**config.mk**
```make
export PLATFORM = sky130hd
export DESIGN_NAME = jk_button_driver
export DESIGN_NICKNAME = d
export VERILOG_FILES = /design/src/rtl/jk_button_driver.sv
export SDC_FILE = /design/constraint.sdc
export NUM_CORES = 1
export LEC_CHECK = 0
export ABC_AREA = 0
export CAP_MARGIN = 20
export CORE_UTILIZATION = 50
export CTS_BUF_LIST = sky130_fd_sc_hd__clkbuf_4 sky130_fd_sc_hd__clkbuf_8
export CTS_CLUSTER_SIZE = 28
export DETAILED_ROUTE_END_ITERATION = 8
export GPL_ROUTABILITY_DRIVEN = 0
export GPL_TIMING_DRIVEN = 0
export PLACE_DENSITY = 0.71
export SYNTH_ARGS = -nofsm -noshare
export SYNTH_HDL_FRONTEND = slang
export SYNTH_SLANG_ARGS = --single-unit
```
**constraint.sdc**
```tcl
create_clock -name clk -period 3.2 [get_ports clk]
set_clock_uncertainty 0.1 [all_clocks]
set_input_delay 0.32 -clock clk [delete_from_list [all_inputs] [get_ports clk]]
set_output_delay 0.32 -clock clk [all_outputs]
set_load 0.01 [all_outputs]
```
**src/rtl/jk_button_driver.sv**
```systemverilog
// jk_button_driver: debounces raw set/reset/toggle buttons into single-cycle J/K
// command pulses and keeps a shadow of flip-flop Q. Define JK_DRV_CHECK_EN to add Q feedback checking.
module jk_button_driver #(
  parameter int unsigned DEBOUNCE_CYCLES = 16,
  parameter int unsigned SETTLE_CYCLES   = 1
) (
  input  logic clk,
  input  logic rst,
  input  logic btn_set,
  input  logic btn_reset,
  input  logic btn_toggle,
  input  logic q_fb,
  output logic J,
  output logic K,
  output logic busy,
  output logic expected_q,
  output logic mismatch
);

  localparam int unsigned CW = $clog2(DEBOUNCE_CYCLES + 1);
  localparam int unsigned NB = 3;
  // Button index doubles as service priority: lower index wins.
  localparam int unsigned B_RST = 0;
  localparam int unsigned B_SET = 1;
  localparam int unsigned B_TGL = 2;

`ifdef JK_DRV_CHECK_EN
  localparam int unsigned SW = (SETTLE_CYCLES > 1) ? $clog2(SETTLE_CYCLES) : 1;
  typedef enum logic [1:0] {S_IDLE, S_DRIVE, S_SETTLE, S_CHECK} state_t;
`else
  typedef enum logic {S_IDLE, S_DRIVE} state_t;
`endif

  logic [NB-1:0] btn_raw;
  logic [NB-1:0] sync1_q, sync2_q;
  logic [NB-1:0] deb_q, deb_d;
  logic [NB-1:0] rise;
  logic [CW-1:0] cnt_q [NB];
  logic [CW-1:0] cnt_d [NB];

  state_t        state_q;
  logic [NB-1:0] pending_q;
  logic [NB-1:0] grant;
  logic          J_q, K_q, busy_q, eq_q;

  assign btn_raw = {btn_toggle, btn_set, btn_reset};

  always_comb begin
    deb_d = deb_q;
    for (int unsigned i = 0; i < NB; i++) begin
      cnt_d[i] = '0;
      if (sync2_q[i] != deb_q[i]) begin
        if (cnt_q[i] == CW'(DEBOUNCE_CYCLES)) deb_d[i] = ~deb_q[i];
        else                                  cnt_d[i] = cnt_q[i] + 1'b1;
      end
    end
    rise = deb_d & ~deb_q;
  end

  always_ff @(posedge clk) begin
    if (rst) begin
      sync1_q <= '0;
      sync2_q <= '0;
      deb_q   <= '0;
      cnt_q   <= '{default: '0};
    end else begin
      sync1_q <= btn_raw;
      sync2_q <= sync1_q;
      deb_q   <= deb_d;
      cnt_q   <= cnt_d;
    end
  end

  always_comb begin
    grant = '0;
    if (state_q == S_IDLE) begin
      if      (pending_q[B_RST]) grant[B_RST] = 1'b1;
      else if (pending_q[B_SET]) grant[B_SET] = 1'b1;
      else if (pending_q[B_TGL]) grant[B_TGL] = 1'b1;
    end
  end

`ifdef JK_DRV_CHECK_EN
  logic [SW-1:0] settle_q;
  logic          mm_q;
  assign mismatch = mm_q;
`else
  logic unused_q_fb;
  assign unused_q_fb = q_fb;
  assign mismatch    = 1'b0;
`endif

  always_ff @(posedge clk) begin
    if (rst) begin
      state_q   <= S_IDLE;
      pending_q <= '0;
      J_q       <= 1'b0;
      K_q       <= 1'b0;
      busy_q    <= 1'b0;
      eq_q      <= 1'b1;
`ifdef JK_DRV_CHECK_EN
      settle_q  <= '0;
      mm_q      <= 1'b0;
`endif
    end else begin
      // New presses merge into pending even while a command is in flight.
      pending_q <= (pending_q & ~grant) | rise;
      case (state_q)
        S_IDLE: begin
          if (|pending_q) begin
            state_q <= S_DRIVE;
            busy_q  <= 1'b1;
            if (grant[B_RST]) begin
              J_q  <= 1'b0;
              K_q  <= 1'b1;
              eq_q <= 1'b0;
            end else if (grant[B_SET]) begin
              J_q  <= 1'b1;
              K_q  <= 1'b0;
              eq_q <= 1'b1;
            end else begin
              J_q  <= 1'b1;
              K_q  <= 1'b1;
              eq_q <= ~eq_q;
            end
          end
        end
        S_DRIVE: begin
          J_q <= 1'b0;
          K_q <= 1'b0;
`ifdef JK_DRV_CHECK_EN
          state_q  <= S_SETTLE;
          settle_q <= '0;
`else
          state_q <= S_IDLE;
          busy_q  <= 1'b0;
`endif
        end
`ifdef JK_DRV_CHECK_EN
        S_SETTLE: begin
          if (settle_q == SW'(SETTLE_CYCLES - 1)) state_q  <= S_CHECK;
          else                                    settle_q <= settle_q + 1'b1;
        end
        S_CHECK: begin
          if (q_fb != eq_q) mm_q <= 1'b1;
          state_q <= S_IDLE;
          busy_q  <= 1'b0;
        end
`endif
        default: begin
          state_q <= S_IDLE;
          busy_q  <= 1'b0;
        end
      endcase
    end
  end

  assign J          = J_q;
  assign K          = K_q;
  assign busy       = busy_q;
  assign expected_q = eq_q;

endmodule

```
Word-level counts from Yosys, hierarchy flattened
Cells that the tools add are included.
{ "totals": {"out_inout_bits": 5, "wordCells": 65, "reg_bits": 32} }
{ "classes": {"n_reduce_logical": 5, "n_addsub": 3, "bitwise_logic": 13, "n_eq_ne": 7, "muxes": 25} }
{ "ops": {"columns": ["operator", "n"], "rows": [
  ["1-bit two-way mux", 19],
  ["5-bit by 1-bit adder with 5-bit output (second input constant)", 3],
  ["5-bit equality test (second input constant)", 3],
  ["3-bit OR reduction", 4],
  ["1-bit inverter", 8],
  ["1-bit case mux with 2 select lines", 4],
  ["3-bit AND", 2],
  ["3-bit inverter", 2],
  ["3-bit two-way mux", 1],
  ["1-bit != test", 3],
  ["3-bit OR", 1],
  ["2-bit two-way mux", 1],
  ["2-bit by 1-bit != test with 1-bit output (second input constant)", 1],
  ["2-bit AND reduction", 1]
]} }

Logic depth before layout (Yosys ltp)
Gate-level depths: netlist of run 1.
{ "logic_depth": {"depth_word": 8, "ltp_mapped": 5, "ltp_nobuf": 5} }

Least setup slack after synthesis of run 1
OpenSTA, ideal clock, no wires.
{ "synth_timing": {"path_type": "register to register", "from": "reg cnt_q[5] in the netlist's numbering", "to": "reg cnt_q[7] in the netlist's numbering", "setup_time_ns": 0.064, "stages_incl_launch_ff": 6, "period_less_slack_ns": 1.406, "setup_slack_ns": 1.794, "t_arrival_ns": 1.242, "n_path_buf": 0, "t_required_ns": 3.036, "cell_sequence": "dfxtp_1 inv_1 ha_1 and4bb_4 or3b_4 nor2_1"} }
{ "synth_via": {"elab_chain_len": 2} }
{ "synth_lines": {"columns": ["element", "line", "rtl"], "rows": [
  ["from (decl)", "38", "logic [CW-1:0] cnt_q [NB];"],
  ["from (signal assigned)", "70", "cnt_q <= cnt_d;"],
  ["parallel branches: the longest is 2 deep, another holds 5-bit by 1-bit adder with 5-bit output", null, null]
]} }
Parallel ways; which one is timed is not known.
A chain may end at the register's enable or synchronous reset.

Worst setup path in the final report of run 1
{ "layout_timing": {"from": "reg eq_q (netlist: expected_q)", "to": "out expected_q"} }
{ "layout_rtl": {"columns": ["element", "line", "rtl"], "rows": [
  ["from (decl)", "44", "logic J_q, K_q, busy_q, eq_q;"],
  ["from (signal assigned)", "124", "eq_q <= ~eq_q;"],
  ["to (decl)", "16", "output logic expected_q,"]
]} }
No word-level cell between the ends.

==> flow_summary.ini, run 1 <==
[status]
status = finished, final reports clean

[timing]
drv_slew = 0
final.period_utilization = 0.5143
finalSetupViolations = 0
setup-tns-final_ns = 0
max_freq_ghz = 0.6077
hold_violations = 0
rsz0062_at_grt = false
fin_crit_ns = 1.646
hold_ws_ns = 0.3430
layout_setup_ws_ns = 1.554

[synth]
syn-num-nets = 138
synthArstFlopShare = 0
synth_seq_cells = 32
ys_warn_count = 0
syn_avg_cell_area_um2 = 10.02
syn_inst = 126
synthFlopType = dfxtp_1
synth_edf_count = 0
yosysSeqAreaShare = 0.5074
ys_types = 31
syn_area_um2 = 1262

[clock_network]
clock_latency_ns = 0.33
hold_buffers = 0
cts_sinks = 32
cts_setup_buffers = 0
cts_max_level = 2
clk_path_buf_depth = 2
cts_tree = yes
numCtsBuffers = 5
clkTransAtPathRegs_ns = 0.09
cts_root_buf = clkbuf_4
cts_resized = 0

[drt]
drt_iter0_markers = 1
drt-total-wl_mm = 1.868
ant_nets = 0
wl_per_cell_um = 11.05
first_pass_iters = 3
num_vias = 865
vias_per_cell = 5.118
drc_errors = 0

[place]
placedCellCount = 162
placed_cell_area_um2 = 1378
portBuffers = 8
dp_hpwl_mm = 1.313
dp_slack_ns = 1.331

[worst_setup_path]
crit_path_cell_trace = clkdlybuf4s50_1
critPathMaxStageDelay_ns = 0.54
worstPathRequired_ns = 2.78
cpLargestDelayFamily = buffers and inverters
worstSetupPathType = reg2out
rr_endpoint = cnt_q[14]
startpoint_type = flip-flop
cp_slowest_cell = clkdlybuf4s50_1
critPathMaxFanout = 3
r2r_cells = 5
end_kind = primary output
cp_num_buf_inv = 1
r2r_slack_ns = 1.68
cp.arrival_ns = 1.23
critical_path.startpoint = expected_q
r2r_start = cnt_q[10]

[floorplan]
rows = 17
fp.dieW_um = 52.25
initial_core_util = 0.5496
design.core.area_um2 = 2297
ioPinCount = 11
die_area_um2 = 2730
die_y_um = 52.25

[cells_and_area]
final_common_cell = dfxtp_1
area_delta_synth_final_pct = 13.08
layout_common_cells = 32 x dfxtp_1, 21 x nor2_1, 11 x inv_1
fin_area_um2 = 1428
fillCellCount = 194
nets = 153
drive_gt1_frac = 0.09220
final_cells = 169
num_antenna_cells = 0

[worst_hold_path]
hp-start = sync1_q[0]
hp-class = reg2reg
worstHoldPathCells = 1
min_to = sync2_q[0]

[power_and_ir_drop]
ir_worst_vdd_mv = 0.3523
leakagePower_nw = 0.5537
powerDensity_nw_per_um2 = 451.6

[global_route]
grt_remaining_overflow = 0
grt.total_usage = 0.1750
grt_pass1_vias = 823
antenna_found_initial = 0
grt_pass1_wl_mm = 3.249
grt_max_degree = 11

[run]
cap_violations = 0
==> metrics by stage <==
| stage | total power [mW] | util |
|---|---|---|
| 2_1_floorplan | 0.4271 | - |
| 3_3_place_gp | 0.4352 | 0.5997 |
| 3_5_place_dp | 0.4359 | 0.5997 |
| 4_1_cts | 0.6536 | 0.6215 |
| 5_1_grt | 0.6726 | 0.6215 |
| 6_report | 0.6447 | 0.6215 |
==> worst max-delay path by stage <==
| stage | endpoint | slack (ns) | cells after the start |
|---|---|---|---|
| after floorplan | cnt_q[7] | 1.79 | 5 |
| after global placement | cnt_q[3] | 1.35 | 4 |
| after detailed placement | cnt_q[3] | 1.33 | 4 |
| after CTS | expected_q | 1.54 | 1 |
| after global routing | expected_q | 1.49 | 1 |
| final | expected_q | 1.55 | 1 |
==> state kept, by name (all words and copies together), names as in the netlist, 3 cells and up <==
signal,count
pending_q,3
sync1_q,3
sync2_q,3
deb_q,3
cnt_q,15
==> cell families (layout without fill, tap and decap cells) <==
family                     Yosys count  count (layout)  synth area share
and+or+nand+nor                     49              49            0.2299
DFF                                 32              32            0.5074
buffers and inverters               14              29           0.04559
xor gates and xnor gates            12              12           0.08325
AOI/OAI and AO/OA                    9               9           0.04757
adders and majority gates            6               6           0.05946
muxes                                3               3           0.02379
other                                1               1          0.002970
==> synthesized netlist by cell type, drive strengths merged, types with 2 or more instances <==
cell / n / area, µm²
xnor2: 6 / 52.55
mux2i: 3 / 30.03
nand3b: 2 / 15.01
nor2b: 6 / 37.54
o21ai: 2 / 10.00
inv: 11 / 41.29
and3b: 3 / 26.28
nor2: 21 / 78.83
buf: 3 / 16.26
a21oi: 2 / 10.01
ha: 6 / 75.07
xor2: 6 / 52.55
nor3: 4 / 20.02
and4bb: 2 / 28.78
or3b: 2 / 20.02
dfxtp: 32 / 640.6
nand3: 6 / 30.03
==> layout make-up <==
cell class	count	area, µm²	area share
Inverter	11	41.29	0.02892
Clock inverter	1	5.005	0.003506
Tap cell	28	35.03	0.02454
Clock buffer	6	45.04	0.03155
Buffer	3	16.27	0.01139
Multi-Input combinational cell	80	564.3	0.3953
Timing Repair Buffer	8	80.08	0.05609
Sequential cell	32	640.6	0.4487
==> per-layer routing <==
layer,share of wire,global-route usage
met5,0,0
met2,0.45,0.2863
met4,0.035,0.1447
met3,0.041,0.06087
met1,0.47,0.1779
==> power by group <==
group | switching, mW | internal [mW]
Clock | 0.129 | 0.0893
Sequential | 0.00289 | 0.403
Combinational | 0.00929 | 0.0113
(Power assumes the default switching activity.)
==> inputs of run 2 (changes only) <==
--- a/config.mk
+++ b/config.mk
@@ -13,7 +13,7 @@
 export DETAILED_ROUTE_END_ITERATION = 8
 export GPL_ROUTABILITY_DRIVEN = 0
 export GPL_TIMING_DRIVEN = 0
-export PLACE_DENSITY = 0.71
+export PLACE_DENSITY = 0.73
 export SYNTH_ARGS = -nofsm -noshare
 export SYNTH_HDL_FRONTEND = slang
 export SYNTH_SLANG_ARGS = --single-unit
==> constraint.sdc (replaced) <==
create_clock -name clk -period 1.5 [get_ports clk]
set_clock_uncertainty 0.1 [all_clocks]
set_input_delay 0.15 -clock clk [delete_from_list [all_inputs] [get_ports clk]]
set_output_delay 0.15 -clock clk [all_outputs]
set_load 0.01 [all_outputs]
==> flow_summary.ini, run 2 (synthesized netlist as in run 1, its figures left out) <==
[floorplan]
design.core.area_um2 = 2297
initial_core_util = 0.5496
fp.dieW_um = 52.25
die_y_um = 52.25
die_area_um2 = 2730
rows = 17
ioPinCount = 11

[cells_and_area]
final_util = 0.6601
area_delta_synth_final_pct = 20.12
nets = 156
fillCellCount = 191
num_antenna_cells = 0
fin_area_um2 = 1516
seqCellArea_um2 = 648.1
largest_register_ffs = 15
drive_gt1_frac = 0.2276
multi_input_area_um2 = 600.6
final_common_cell = dfxtp_1
layout_common_cells = 26 x dfxtp_1, 17 x nor2_1, 9 x inv_1
regMostFlops = cnt_q
final_cells = 173

[worst_setup_path]
r2r_start = cnt_q[0]
r2r_cells = 5
critPathMaxFanout = 4
worstSetupPathType = reg2reg
end_kind = flip-flop
r2r_slack_ns = 0.03
startpoint_type = flip-flop
rr_endpoint = cnt_q[4]
critical_path.startpoint = cnt_q[0]
cp.arrival_ns = 1.64
worstPathRequired_ns = 1.67

[clock_network]
cts_sinks = 32
clock_latency_ns = 0.33
cts_max_level = 2
clkTransAtPathRegs_ns = 0.09
cts_root_buf = clkbuf_4
numCtsBuffers = 5
cts_tree = yes
clk_path_buf_depth = 2

[status]
status = finished, final reports clean

[place]
dp_slack_ns = -0.1877
placed_cell_area_um2 = 1378
placedCellCount = 162
portBuffers = 8
dp_hpwl_mm = 1.343

[worst_hold_path]
min_to = sync1_q[2]
worstHoldPathCells = 2
hp-start = btn_toggle
hp-class = in2reg

[drt]
num_vias = 889
wl_per_cell_um = 11.35
vias_per_cell = 5.139
ant_nets = 0
drc_errors = 0
drt_iter0_markers = 14
first_pass_iters = 4
drt-total-wl_mm = 1.964

[global_route]
antenna_found_initial = 0
busiest_layer = met2
grt_util_met2 = 0.2543
met1_usage = 0.2026
grt_remaining_overflow = 0
grt_pass1_vias = 766
use_met3 = 0.06087
grt_pass1_wl_mm = 3.194
grt_max_degree = 11
grt.total_usage = 0.1723

[timing]
rsz0062_at_grt = true
hold_ws_ns = 0.2753
fin_crit_ns = 1.470
hold_violations = 0
finalSetupViolations = 0
drv_slew = 0
layout_setup_ws_ns = 0.02994
max_freq_ghz = 0.6802
setup-tns-final_ns = 0
final.period_utilization = 0.9800

[power_and_ir_drop]
leakagePower_nw = 0.6346
power.total_mw = 1.462
ir_worst_vdd_mv = 0.7039
powerDensity_nw_per_um2 = 964.0

[run]
cap_violations = 0
-- run 2: layout make-up --
cell class,instances,share of cell area
flip-flops and latches,32,0.4274
multi-input cells,80,0.3960
repair buffers,11,0.07178
clock buffers,8,0.04373
inverters,11,0.02723
well taps,28,0.02310
plain buffers,3,0.01073
-- run 2: critical path, cell delays in order, from the launching register on --
cell and delay, ns:
dfxtp_2 0.37, inv_2 0.04, ha_2 0.16, and4bb_2 0.23, or3_4 0.40, nor2_1 0.11
-- run 2: worst max path at each step --
stage | to | slack (ns) | cells after the start
after floorplan | cnt_q[7] | 0.09 | 5
after global placement | cnt_q[3] | -0.18 | 4
after detailed placement | cnt_q[3] | -0.19 | 4
after CTS | cnt_q[12] | 0.01 | 5
after global routing | cnt_q[5] | -0.003 | 5
final | cnt_q[4] | 0.03 | 5
-- run 2: timing repair --
action	4_1_cts	5_1_grt
resized for setup	3	19
setup endpoints to repair	9	16
pin swaps	0	7
hold buffers	0	0
buffers inserted	0	3
-- run 2: routing by layer --
layer | up-vias | wire length, µm
met3 | 5 | 78
li1 | 445 | -
met4 | 0 | 48
met2 | 14 | 909
met5 | - | 0
met1 | 425 | 928
-- run 2: power breakdown --
group | total (mW) | internal (mW) | switching [mW] | leakage [nW]
registers | 0.865 | 0.859 | 0.00604 | 0.262
logic | 0.0486 | 0.0264 | 0.0222 | 0.333
clock network | 0.548 | 0.267 | 0.281 | 0.0394
==> inputs of run 3 (changes only) <==
--- a/config.mk
+++ b/config.mk
@@ -5,7 +5,7 @@
 export SDC_FILE = /design/constraint.sdc
 export NUM_CORES = 1
 export LEC_CHECK = 0
-export ABC_AREA = 0
+export ABC_AREA = 1
 export CAP_MARGIN = 20
 export CORE_UTILIZATION = 50
 export CTS_BUF_LIST = sky130_fd_sc_hd__clkbuf_4 sky130_fd_sc_hd__clkbuf_8
@@ -14,6 +14,7 @@
 export GPL_ROUTABILITY_DRIVEN = 0
 export GPL_TIMING_DRIVEN = 0
 export PLACE_DENSITY = 0.73
+export RECOVER_POWER = 25
 export SYNTH_ARGS = -nofsm -noshare
 export SYNTH_HDL_FRONTEND = slang
 export SYNTH_SLANG_ARGS = --single-unit
==> flow_summary.ini, run 3 <==
[status]
status = finished, final reports clean

[drt]
wl_met2_um = 962
routed-wl-met3_um = 71
drt-total-wl_mm = 1.920
drc_errors = 0
top_layer = met4
first_pass_iters = 3
num_vias = 954
ant_nets = 0
drt_iter0_markers = 14
drt-met1-wl_um = 848
vias_per_cell = 4.794
wl_per_cell_um = 9.648

[cells_and_area]
regMostFlops = cnt_q
drive_gt1_frac = 0.09942
largest_register_ffs = 15
fillCellCount = 196
num_antenna_cells = 0
layout_common_cells = 32 x dfxtp_1, 32 x nor2_1, 26 x inv_1
area_delta_synth_final_pct = 14.73
nets = 182

[synth]
synth_area_leaders = dfxtp_1 50%, nor2_1 9.4%, inv_1 7.7%
synth_seq_cells = 32
synth_compound_area_frac = 0.06090
syn_area_um2 = 1274
synthArstFlopShare = 0
synth_fa_ha_area_frac = 0.05894
synth_edf_count = 0
syn_inst = 155
ys_warn_count = 0
synth_commonest_cells = 32 x dfxtp_1, 32 x nor2_1, 26 x inv_1
synth_top_family_by_area = simple AND/OR/NAND/NOR gates
yosysSeqAreaShare = 0.5029
synthFlopType = dfxtp_1
ys_types = 21
syn-num-nets = 167
synth_xor_area_frac = 0.06876
syn_avg_cell_area_um2 = 8.218
synth.area.mux_share = 0
post_synth_and_or_nand_nor_area_fraction = 0.2132
yosys.area.top_type = dfxtp_1
netlist.area_leader.share = 0.5029

[worst_setup_path]
cp.arrival_ns = 1.19
end_kind = primary output
critPathMaxStageDelay_ns = 0.54
cp_num_buf_inv = 1
cp_slowest_cell = clkdlybuf4s50_1
startpoint_type = flip-flop
crit_path_cell_trace = clkdlybuf4s50_1
worstPathRequired_ns = 1.25
cpLargestDelayFamily = buffers and inverters
critPathMaxFanout = 2
worstSetupPathType = reg2out

[clock_network]
hold_buffers = 0
cts_root_buf = clkbuf_4
cts_tree = yes
numCtsBuffers = 5
clock_latency_ns = 0.32
cts_sinks = 32
cts_max_level = 2
clkTransAtPathRegs_ns = 0.09
clk_path_buf_depth = 2

[floorplan]
fp.dieW_um = 52.47
ioPinCount = 11
rows = 17
initial_core_util = 0.5545
design.core.area_um2 = 2297
die_area_um2 = 2753
die_y_um = 52.47

[timing]
fin_crit_ns = 1.441
finalSetupViolations = 0
final.period_utilization = 0.9609
layout_setup_ws_ns = 0.05859
drv_slew = 0
hold_violations = 0
max_freq_ghz = 0.6938
setup-tns-final_ns = 0
rsz0062_at_grt = false

[power_and_ir_drop]
internal_power_mw = 1.146
netSwitchingPower_uw = 293.5
leakagePower_nw = 0.6716
clkPwrFrac = 0.369
ir_worst_vdd_mv = 0.9737
combPwrFrac = 0.030
p_seq_frac = 0.602
powerDensity_nw_per_um2 = 984.7
netSwitchingFraction = 0.2039
power.total_mw = 1.439

[place]
dp_slack_ns = 0.1116
dp_hpwl_mm = 1.444
portBuffers = 8

[global_route]
grt.total_usage = 0.1815
grt_max_degree = 11
grt_remaining_overflow = 0
grt_pass1_vias = 911
grt_pass1_wl_mm = 3.491
antenna_found_initial = 0

[worst_hold_path]
hp-class = in2reg

[run]
cap_violations = 0
[run 3: cell types whose count changed in the layout (fill, tap and decap cells not counted), sizes merged, moves of 4 or more]
cell	change
nor2b	-6
nand2	+18
nor2	+13
inv	+17
buf	-5
nor3	-4
[run 3: what timing repair did]
action,in CTS,in global routing
setup buffers,0,0
gates resized for setup,0,3
endpoints found under the setup margin,0,3
[run 3: path summary, 6_finish.rpt]
check,start,end,slack [ns],cells past startpoint
min reg2reg,sync1_q[2],sync2_q[2],0.31,2
max,K,K,0.06,1
min,btn_toggle,sync1_q[2],0.24,3
max reg2reg,cnt_q[0],cnt_q[4],0.22,7
[run 3: final cells by class]
| type | count | area, µm² | share of cell area |
|---|---|---|---|
| multi-input cells | 93 | 515.5 | 0.3527 |
| repair buffers | 8 | 87.58 | 0.05993 |
| plain buffers | 2 | 11.26 | 0.007705 |
| flip-flops and latches | 32 | 640.6 | 0.4384 |
| well taps | 28 | 35.03 | 0.02397 |
| clock buffers | 8 | 66.31 | 0.04538 |
| inverters | 28 | 105.1 | 0.07192 |
[run 3: per-stage QoR]
stage | cells | utilization | hold WS, ns | instance area, µm²
3_3_place_gp | 191 | 0.6046 | 0.2897 | 1389
4_1_cts | 199 | 0.6334 | 0.2270 | 1455
2_1_floorplan | 155 | - | 0.1191 | 1274
6_report | 199 | 0.6362 | 0.2378 | 1461
5_1_grt | 199 | 0.6362 | 0.2387 | 1461
3_5_place_dp | 191 | 0.6046 | 0.2963 | 1389
[run 3: power by group through the flow]
stage	Sequential, mW	Clock (mW)	Combinational [mW]
final	0.866	0.531	0.0425
after global placement	0.885	0	0.0422
after global routing	0.867	0.587	0.0491
after floorplan	0.884	0	0.0258
after CTS	0.866	0.549	0.0436
after detailed placement	0.886	0	0.0436
[run 3: kinds of logic (layout without fill, tap and decap cells)]
logic type | Yosys count | in the layout
buffers and inverters | 30 | 46
adders and majority gates | 6 | 6
DFF | 32 | 32
other | 1 | 1
AOI/OAI and AO/OA | 12 | 12
and+or+nand+nor | 64 | 64
xor gates and xnor gates | 10 | 10
[run 3: layer usage]
metal,track usage,vias to the layer above
met2,0.3207,13
met1,0.1736,434
li1,-,502
met3,0.06957,5
met4,0.1140,0
met5,0,-
